--- src/rtl/tree_node_sequencer_pkg.sv ---
// Shared state encoding and sizing helper for the tree node sequencer.
package tree_seq_pkg;

    typedef enum logic [1:0] {
        ST_IDLE,
        ST_LAUNCH,
        ST_WAIT,
        ST_FINISH
    } seq_state_e;

    // Width of a child index; a single child still needs one bit.
    function automatic int idx_width(input int n);
        return (n <= 1) ? 1 : $clog2(n);
    endfunction

endpackage

--- src/rtl/tree_node_sequencer_if.sv ---
// Control bundle between the sequencer and whatever starts it and supervises its children.
interface tree_node_sequencer_if #(
    parameter int NUM_CHILDREN = 5,
    parameter int TIMEOUT_W    = 8
);
    import tree_seq_pkg::*;

    localparam int IDX_W = idx_width(NUM_CHILDREN);

    logic                    start_i;
    logic [TIMEOUT_W-1:0]    timeout_i;
    logic [NUM_CHILDREN-1:0] child_start_o;
    logic [NUM_CHILDREN-1:0] child_done_i;
    logic                    busy_o;
    logic                    done_o;
    logic                    err_o;
    logic [NUM_CHILDREN-1:0] done_mask_o;
    logic [IDX_W-1:0]        err_idx_o;

    modport master (
        output start_i, timeout_i, child_done_i,
        input  child_start_o, busy_o, done_o, err_o, done_mask_o, err_idx_o
    );

    modport slave (
        input  start_i, timeout_i, child_done_i,
        output child_start_o, busy_o, done_o, err_o, done_mask_o, err_idx_o
    );

endinterface

--- src/rtl/tree_node_sequencer_timer.sv ---
// Saturating up-counter measuring a WAIT period against the limit captured at start.
module tree_seq_timer #(
    parameter int WIDTH = 8
) (
    input  logic             clk,
    input  logic             rst,
    input  logic             clear_i,
    input  logic             enable_i,
    input  logic [WIDTH-1:0] limit_i,
    output logic             expired_o
);

    logic [WIDTH-1:0] cnt_q, cnt_d;

    always_comb begin
        cnt_d = cnt_q;
        if (clear_i) begin
            cnt_d = '0;
        end else if (enable_i && (cnt_q != '1)) begin
            cnt_d = cnt_q + 1'b1;
        end
    end

    always_ff @(posedge clk or posedge rst) begin
        if (rst) begin
            cnt_q <= '0;
        end else begin
            cnt_q <= cnt_d;
        end
    end

    // A zero limit disables the timeout entirely.
    assign expired_o = (limit_i != '0) && (cnt_q == limit_i);

endmodule

--- src/rtl/tree_node_sequencer.sv ---
// Launches a set of child blocks (one by one or all at once) and reports completion or timeout.
// state  | meaning
// IDLE   | waiting for start_i
// LAUNCH | one-cycle child_start_o pulse, timer cleared
// WAIT   | collecting child_done_i, timing the wait
// FINISH | one-cycle done_o pulse
module tree_node_sequencer
    import tree_seq_pkg::*;
#(
    parameter int NUM_CHILDREN = 5,
    parameter int TIMEOUT_W    = 8,
    parameter int PARALLEL     = 0
) (
    input logic                 clk,
    input logic                 rst,
    tree_node_sequencer_if.slave bus
);

    localparam int IDX_W = idx_width(NUM_CHILDREN);
    localparam logic [IDX_W-1:0] LAST_IDX = IDX_W'(NUM_CHILDREN - 1);

    seq_state_e              state_q, state_d;
    logic [IDX_W-1:0]        k_q, k_d;
    logic [IDX_W-1:0]        err_idx_q, err_idx_d;
    logic [TIMEOUT_W-1:0]    limit_q, limit_d;
    logic [NUM_CHILDREN-1:0] mask_q, mask_d;
    logic                    err_q, err_d;
    logic [NUM_CHILDREN-1:0] cur_bit, par_mask, child_start;
    logic [IDX_W-1:0]        lowest_free;
    logic                    done_pulse, tmr_clear, tmr_en, tmr_expired;

    assign cur_bit  = NUM_CHILDREN'(1) << k_q;
    assign par_mask = mask_q | bus.child_done_i;

    always_comb begin
        lowest_free = '0;
        for (int i = NUM_CHILDREN - 1; i >= 0; i--) begin
            if (!par_mask[i]) lowest_free = IDX_W'(i);
        end
    end

    always_comb begin
        state_d     = state_q;
        k_d         = k_q;
        limit_d     = limit_q;
        mask_d      = mask_q;
        err_d       = err_q;
        err_idx_d   = err_idx_q;
        child_start = '0;
        done_pulse  = 1'b0;
        tmr_clear   = 1'b0;
        tmr_en      = 1'b0;
        unique case (state_q)
            ST_IDLE: begin
                if (bus.start_i) begin
                    mask_d    = '0;
                    err_d     = 1'b0;
                    err_idx_d = '0;
                    limit_d   = bus.timeout_i;
                    k_d       = '0;
                    state_d   = ST_LAUNCH;
                end
            end
            ST_LAUNCH: begin
                child_start = (PARALLEL != 0) ? '1 : cur_bit;
                tmr_clear   = 1'b1;
                state_d     = ST_WAIT;
            end
            ST_WAIT: begin
                // Completion is evaluated before expiry so a done on the expiry cycle wins.
                if (PARALLEL != 0) begin
                    mask_d = par_mask;
                    if (&par_mask) begin
                        state_d = ST_FINISH;
                    end else if (tmr_expired) begin
                        err_d     = 1'b1;
                        err_idx_d = lowest_free;
                        state_d   = ST_FINISH;
                    end else begin
                        tmr_en = 1'b1;
                    end
                end else if (|(bus.child_done_i & cur_bit)) begin
                    mask_d = mask_q | cur_bit;
                    if (k_q == LAST_IDX) begin
                        state_d = ST_FINISH;
                    end else begin
                        k_d     = k_q + 1'b1;
                        state_d = ST_LAUNCH;
                    end
                end else if (tmr_expired) begin
                    err_d     = 1'b1;
                    err_idx_d = k_q;
                    state_d   = ST_FINISH;
                end else begin
                    tmr_en = 1'b1;
                end
            end
            ST_FINISH: begin
                done_pulse = 1'b1;
                state_d    = ST_IDLE;
            end
            default: state_d = ST_IDLE;
        endcase
    end

    always_ff @(posedge clk or posedge rst) begin
        if (rst) begin
            state_q   <= ST_IDLE;
            k_q       <= '0;
            limit_q   <= '0;
            mask_q    <= '0;
            err_q     <= 1'b0;
            err_idx_q <= '0;
        end else begin
            state_q   <= state_d;
            k_q       <= k_d;
            limit_q   <= limit_d;
            mask_q    <= mask_d;
            err_q     <= err_d;
            err_idx_q <= err_idx_d;
        end
    end

    tree_seq_timer #(.WIDTH(TIMEOUT_W)) u_timer (
        .clk       (clk),
        .rst       (rst),
        .clear_i   (tmr_clear),
        .enable_i  (tmr_en),
        .limit_i   (limit_q),
        .expired_o (tmr_expired)
    );

    assign bus.child_start_o = child_start;
    assign bus.busy_o        = (state_q != ST_IDLE);
    assign bus.done_o        = done_pulse;
    assign bus.err_o         = err_q;
    assign bus.done_mask_o   = mask_q;
    assign bus.err_idx_o     = err_idx_q;

endmodule
--- src/flat_wrapper.sv ---
// flat-port wrapper written by rule: the top's interface ports become plain ports
module tree_node_sequencer_flat import tree_seq_pkg::*;
#(
    parameter int NUM_CHILDREN = 5,
    parameter int TIMEOUT_W    = 8,
    parameter int PARALLEL     = 0
)
  (clk, rst, bus_start_i, bus_timeout_i, bus_child_done_i, bus_child_start_o, bus_busy_o, bus_done_o, bus_err_o, bus_done_mask_o, bus_err_idx_o);
  tree_node_sequencer_if #(.NUM_CHILDREN(NUM_CHILDREN), .TIMEOUT_W(TIMEOUT_W)) bus_i ();
  input logic clk;
  input logic rst;
  input wire logic [$bits(bus_i.start_i)-1:0] bus_start_i;
  input wire logic [$bits(bus_i.timeout_i)-1:0] bus_timeout_i;
  input wire logic [$bits(bus_i.child_done_i)-1:0] bus_child_done_i;
  output wire logic [$bits(bus_i.child_start_o)-1:0] bus_child_start_o;
  output wire logic [$bits(bus_i.busy_o)-1:0] bus_busy_o;
  output wire logic [$bits(bus_i.done_o)-1:0] bus_done_o;
  output wire logic [$bits(bus_i.err_o)-1:0] bus_err_o;
  output wire logic [$bits(bus_i.done_mask_o)-1:0] bus_done_mask_o;
  output wire logic [$bits(bus_i.err_idx_o)-1:0] bus_err_idx_o;
  assign bus_i.start_i = bus_start_i;
  assign bus_i.timeout_i = bus_timeout_i;
  assign bus_i.child_done_i = bus_child_done_i;
  assign bus_child_start_o = bus_i.child_start_o;
  assign bus_busy_o = bus_i.busy_o;
  assign bus_done_o = bus_i.done_o;
  assign bus_err_o = bus_i.err_o;
  assign bus_done_mask_o = bus_i.done_mask_o;
  assign bus_err_idx_o = bus_i.err_idx_o;
  tree_node_sequencer #(.NUM_CHILDREN(NUM_CHILDREN), .TIMEOUT_W(TIMEOUT_W), .PARALLEL(PARALLEL)) u_core (.clk(clk), .rst(rst), .bus(bus_i));
endmodule
--- config.mk ---
export PLATFORM = sky130hd
export DESIGN_NAME = tree_node_sequencer_flat
export DESIGN_NICKNAME = d
export VERILOG_FILES = /design/src/rtl/tree_node_sequencer_pkg.sv /design/src/rtl/tree_node_sequencer_if.sv /design/src/rtl/tree_node_sequencer_timer.sv /design/src/rtl/tree_node_sequencer.sv /design/src/flat_wrapper.sv
export SDC_FILE = /design/constraint.sdc
export NUM_CORES = 1
export LEC_CHECK = 0
export CAP_MARGIN = 20
export CORE_MARGIN = 3
export CORE_UTILIZATION = 25
export CTS_BUF_LIST = sky130_fd_sc_hd__clkbuf_8
export DETAILED_ROUTE_END_ITERATION = 8
export GPL_TIMING_DRIVEN = 0
export PLACE_DENSITY = 0.46
export SLEW_MARGIN = 15
export SYNTH_ARGS = -nofsm -noshare
export SYNTH_HDL_FRONTEND = slang
export SYNTH_SLANG_ARGS = --single-unit
--- constraint.sdc ---
create_clock -name clk -period 2.8 [get_ports clk]
set_input_delay 0.28 -clock clk [delete_from_list [all_inputs] [get_ports clk]]
set_output_delay 0.28 -clock clk [all_outputs]
set_load 0.02 [all_outputs]
# ---- Word level (Yosys, flattened, before mapping)
# Cells that the tools add are included.
dict set report word_totals {
  reg_bits 30
  latchBits 0
  ram_bits 0
  romBits 0
  in_bits 16
  out_inout_bits 16
  wordCells 64
  mem_count 0
}
dict set report op_classes {
  add_sub_neg 2
  mul 0
  n_div 0
  n_lt_le_gt_ge 0
  eq_ne 12
  n_shift 1
  muxes 27
  n_bitwise 2
  reduce_logical 13
}
# op n
set op_table {}
lappend op_table {{$mux 8} 2}
lappend op_table {{$mux 3} 5}
lappend op_table {{$mux 5} 3}
lappend op_table {{$pmux 3 s2} 2}
lappend op_table {{$pmux 5 s2} 1}
lappend op_table {{$add 8x1->8 const B} 1}
lappend op_table {{$eq 8x8->1} 1}
lappend op_table {{$mux 1} 8}
lappend op_table {{$mux 2} 4}
lappend op_table {{$ne 8x8->1 const B} 1}
lappend op_table {{$pmux 2 s4} 1}
lappend op_table {{$reduce_and 4->1} 2}
lappend op_table {{$reduce_bool 8->1} 1}
lappend op_table {{$ne 2x2->1 const B} 3}
lappend op_table {{$reduce_bool 2->1} 3}
lappend op_table {{$and 5x5->5} 1}
lappend op_table {{$or 5x5->5} 1}
lappend op_table {{$reduce_or 5->1} 1}
lappend op_table {{$shl 1x3->5 const A} 1}
lappend op_table {{$eq 2x2->1 const B} 2}
lappend op_table {{$ne 2x1->1 const B} 2}
lappend op_table {{$reduce_and 2->1} 2}
lappend op_table {{$add 3x1->3 const B} 1}
lappend op_table {{$eq 3x3->1 const B} 1}
lappend op_table {{6 further kinds} 7}

# ---- Longest topological paths before layout
dict set report logic_depth {
  depth_word 8
  depth_mapped 8
  mapped_depth_nobuf 7
}

# ---- Cells and area by module
# A second synthesis with hierarchy kept.
dict set report unflattened {
  hier_cells 190
  hier_area_um2 1681.6
}
# module n_inst cells_each area_each_um2 seq_area_each_um2
set modules_own_cells {}
lappend modules_own_cells {tree_node_sequencer 1 126 1101.1 550.5}
lappend modules_own_cells {tree_seq_timer 1 64 580.6 200.2}

# ---- Least setup slack after synthesis
# Ideal clock, no wire load.
dict set report synth_timing {
  path_type {reg2reg}
  startpoint {register u_core.k_q[0]}
  endpoint {register u_core.err_idx_q[2] (netlist: u_core.bus.err_idx_o[2])}
  setup_ns 0.125
  arrival_ns 1.700
  required_ns 2.675
  slack_ns 0.975
  stages_incl_launch_ff 9
  path_buffers 1
  period_less_slack_ns 1.825
  path_cell_list {dfrtp_1 inv_1 ha_1 a22oi_1 o211ai_2 or2_1 or2_1 buf_6 mux2i_1}
}
dict set report synth_between {
  elab_chain_len 5
}
# item line_no
set synth_rtl {}
lappend synth_rtl {{start: declaration} tree_node_sequencer.sv:23} ;# logic [IDX_W-1:0] k_q, k_d;
lappend synth_rtl {{start signal: assignment} tree_node_sequencer.sv:116} ;# k_q <= k_d;
lappend synth_rtl {{$shl 1x3->5} tree_node_sequencer.sv:32} ;# assign cur_bit = NUM_CHILDREN'(1) << k_q;
lappend synth_rtl {{$and 5x5->5} tree_node_sequencer.sv:82} ;# end else if (|(bus.child_done_i & cur_bit)) begin
lappend synth_rtl {{$reduce_or 5->1} tree_node_sequencer.sv:82}
lappend synth_rtl {{$ne 2x2->1 (no source line)} n/a}
lappend synth_rtl {{$reduce_and 4->1 (no source line)} n/a}
lappend synth_rtl {{end signal: assignment} tree_node_sequencer.sv:120} ;# err_idx_q <= err_idx_d;
lappend synth_rtl {{end: declaration} tree_node_sequencer.sv:24} ;# logic [IDX_W-1:0] err_idx_q, err_idx_d;
# Every way passes these cells.
# A chain may end at the register's enable or synchronous reset.

# ---- Worst setup path after layout
dict set report layout_timing {
  startpoint {register u_core.k_q[2]}
  endpoint {output bus_child_start_o[3]}
}
dict set report layout_between {
  elab_chain_len 2
}
# item line_no
set layout_rtl {}
lappend layout_rtl {{$shl 1x3->5} tree_node_sequencer.sv:32}
lappend layout_rtl {{$mux 5} tree_node_sequencer.sv:53} ;# unique case (state_q)
lappend layout_rtl {{end: declaration} flat_wrapper.sv:15} ;# output wire logic [$bits(bus_i.child_start_o)-1:0] bus_child_start_o;
# Every way passes these cells.

==> results by stage <==
Logic synthesis:
- The fraction of post-synthesis cell area in the top cell type by area is 0.474.
- The cell area that synthesis handed to floorplanning was 0.00159 mm².
- The count of flip-flops with a built-in enable after synthesis is 0.
- The count of unique library cells instantiated by Yosys is 34.
- Yosys attributes the largest share of cell area to dfrtp_1, nand2_1, mux2i_1, ha_1, xor2_1.
- Of all flip-flops after synthesis, the portion carrying an async set or reset was 1.00.
- Synthesis produced approximately 170 cells.
- Counting flops and latches in the post-synthesis netlist gives 30.
- The number of warnings printed during yosys synthesis is 0.
- The commonest cells after synthesis are nand2_1, dfrtp_1, nor2_1, nand3_1, mux2i_1.
- The synthesized net count is between 150 and 200.
- Each instance of the synthesized netlist takes up on average 9.16 µm².
- The proportion of synthesized chip area in sequential cells is 0.474.
- dfrtp_1 takes more of the synthesized area than any other cell.
- For this run, the leading register cell type out of synthesis is dfrtp_1.
- In the post-synthesis netlist, the cell with the most instances is nand2_1.

Routing:
- The detailed-route via count is 1301.
- The per-cell routed wire length is 13.6 µm.
- The detailed router finished its first iteration with 77 violations.
- In this run the remaining antenna-violating nets after routing total 0.
- The final layout contains routed wiring with a total length of 3900 µm.
- The number of remaining DRC errors is 0.
- The first detailed-routing pass took 4 iterations.
- In the routed layout, each cell is associated on average with a via count of 4.55.

Layout:
- The diode insertion count for antenna repair is 0.
- The net count of the finished layout is 233.
- Once layout is complete, the utilization of the core stands at 0.349.
- In the final layout, the share of cells above drive strength 1 is 0.0664.
- The count of fill cells added during filler insertion is approximately 650.
- The area overhead of the layout relative to synthesis is 32.6%.

Worst hold path:
- The tightest min-delay check is of the in2async type.

GRT:
- The total overflow left after global routing is 0.
- In the global route stage, overall resource usage came out at 0.115.
- The via count of the first global-routing pass is 1340.
- Entering global routing, the biggest net connects 31 pins.
- The number of antenna violations at the first check in global routing is 0.
- The first-pass GRT wire length is between 6000 and 7000 µm.

Clock network:
- CTS built an H-tree with a depth of 2.
- The number of gates resized after CTS is 0.
- Post-CTS timing repair inserted 0 buffers for setup.
- Clock-pin slew was measured on the worst setup and hold paths at 70 ps.
- The number of clock buffers added by TritonCTS is 5.
- The clock drives 30 sinks.
- The maximum number of buffers from clock root to sink is 2.
- The number of hold buffers added after cts is 0.
- The cell at the root of the clock tree is clkbuf_8.
- TritonCTS built the clock tree.
- Clock latency on the worst-skew pair, taken at its later pin, is roughly 280 ps.

Setup path:
- Across all register-to-register paths, the minimum setup slack is around 600 ps.
- The critical setup path kind is reg2out.
- At the worst endpoint, the required time is 2520 ps.
- The endpoint type of the worst setup path is an output pin.
- STA classifies the critical path startpoint as a flip-flop.
- Data on the critical path arrives at its endpoint at 2010 ps.
- The largest fanout on the critical path is 7.

Timing:
- In the final timing run, aggregate negative setup slack is 0 ps.
- Setup violations remaining at the end of the flow were counted as 0.
- In this run the tightest slew margin relative to its limit is 0.566.
- Dividing the final minimum period by the clock period gives 0.817.
- At the pin with the least slew margin, the transition time is around 650 ps.
- The count of final hold-check violations is 0.
- Derived from the worst setup path, the maximum achievable clock frequency is 437 MHz.
- Setup repair after global routing left no endpoint under its margin.
- Setup slack on the critical path of the routed design comes to 512 ps.
- The final critical path time including I/O delays and setup is 2290 ps.
- The count of pins over their slew limit came to 0.
- The clock skew after layout is 4.09 ps.

Pwr:
- The logic gate share of total power is 0.397.
- The share of total power dissipated in sequential elements is 0.361.
- The switching part of the total power is 0.385.
- The analysis attributes to net switching a power of 0.722 mW.
- The total internal power is ~1.2 mW.
- In this run the power density over the cells is 893 mW/mm².
- The maximum vdd ir drop is 349 µV.
- Of the total power, the clock network draws 0.242.
- In this run the static leakage power is 1.00 nW.

Flow run:
- Max-cap violations in this run came to 0.

Outcome:
- The run finished with clean final reports.

Placed design:
- Buffers placed on the I/O ports in this run total 31.
- The pre-CTS setup slack is 676 ps.
- The placed wire-length estimate is 2910 µm.
- The routability-driven placement congestion ratio is between 0.7 and 0.8.

Die:
- In this run the vertical extent of the chip is 85.6 µm.
- The standard cell core area is 0.00603 mm².
- The initial core utilization is 0.263.
- The overall die area is 0.00733 mm².
- The total I/O pin count is 32.
- The standard-cell row count is 28.
- The die boundary width is 85.6 µm.
kinds of logic (layout without fill, tap and decap cells):
logic type                 after synthesis  count (layout)  synth area share
xor gates and xnor gates                 8               8            0.0442
muxes                                    8               8            0.0505
buffers and inverters                   12              50            0.0339
AOI/OAI and AO/OA                       19              19            0.0860
adders and majority gates                6               6            0.0474
and+or+nand+nor                         90              90             0.264
DFF                                     30              30             0.474
path summary, 6_finish.rpt:
kind / from / to / cells past startpoint
setup / recovery: u_core.k_q[2] / bus_child_start_o[3] / 4
hold / removal: rst / u_core.bus.err_o / 2
setup reg to reg: u_core.k_q[2] / u_core.u_timer.cnt_q[5] / 7
hold reg to reg: u_core.bus.err_o / u_core.bus.err_o / 2
max in group asynchronous: rst / u_core.u_timer.cnt_q[1] / 2
min in group clk: u_core.bus.err_o / u_core.bus.err_o / 2
metrics by stage:
stage	area [µm²]	cells	hold slack, ps	power (mW)
floorplan	1590	173	371	1.16
global placement	1990	279	457	1.45
detailed placement	1990	279	459	1.44
CTS	2100	286	435	1.90
global route	2100	286	467	2.03
finish	2100	286	404	1.88
sequential cells by signal, summed over array words and instances (netlist names):
signal,count
u_core.limit_q,8
u_core.k_q,3
u_core.bus.err_o,1
u_core.state_q,2
u_core.bus.done_mask_o,5
u_core.bus.err_idx_o,3
u_core.u_timer.cnt_q,8
metal layers:
metal | part of all wire | global-route usage
met1 | 0.48 | 0.144
met2 | 0.45 | 0.182
met3 | 0.057 | 0.0423
met4 | 0.011 | 0.0388
met5 | 0 | 0
cell type report:
| type | count | area, µm² | area share |
|---|---|---|---|
| Multi-Input combinational cell | 131 | 781 | 0.371 |
| Sequential cell | 30 | 751 | 0.357 |
| Timing Repair Buffer | 31 | 310 | 0.148 |
| Tap cell | 75 | 93.8 | 0.0446 |
| Clock buffer | 6 | 82.6 | 0.0393 |
| Clock inverter | 1 | 30.0 | 0.0143 |
| Buffer | 5 | 27.5 | 0.0131 |
| Inverter | 7 | 26.3 | 0.0125 |
cells in the final DEF, fill, tap and decap left out, types with 2 or more instances in the layout:
cell type         n
mux2i_1           8
nand4_1           3
and2_1            3
xor2_1            6
nand3_1           9
clkdlybuf4s50_1  31
nor4_1            3
nor2_1           13
ha_1              6
nand2_1          44
dfrtp_1          30
a31oi_1           2
a21oi_1           4
clkbuf_8          6
a31o_2            2
or2_1             2
and3_1            5
o21ai_0           3
inv_1             6
clkbuf_1          3
xnor2_1           2
nand3b_1          2
nor2b_1           2
nand2b_1          2
power groups by stage:
stage | clock [mW] | combinational (mW) | sequential (mW)
6_report | 0.454 | 0.746 | 0.678
5_1_grt | 0.483 | 0.852 | 0.697
4_1_cts | 0.464 | 0.760 | 0.680
3_5_place_dp | 0 | 0.754 | 0.685
3_3_place_gp | 0 | 0.761 | 0.688
2_1_floorplan | 0 | 0.472 | 0.687
critical path, cell delays in order, from the launching register on:
cell	delay [ps]
dfrtp_1	480
inv_1	220
ha_1	280
and2_1	150
clkdlybuf4s50_1	610
(Power assumes the default switching activity.)
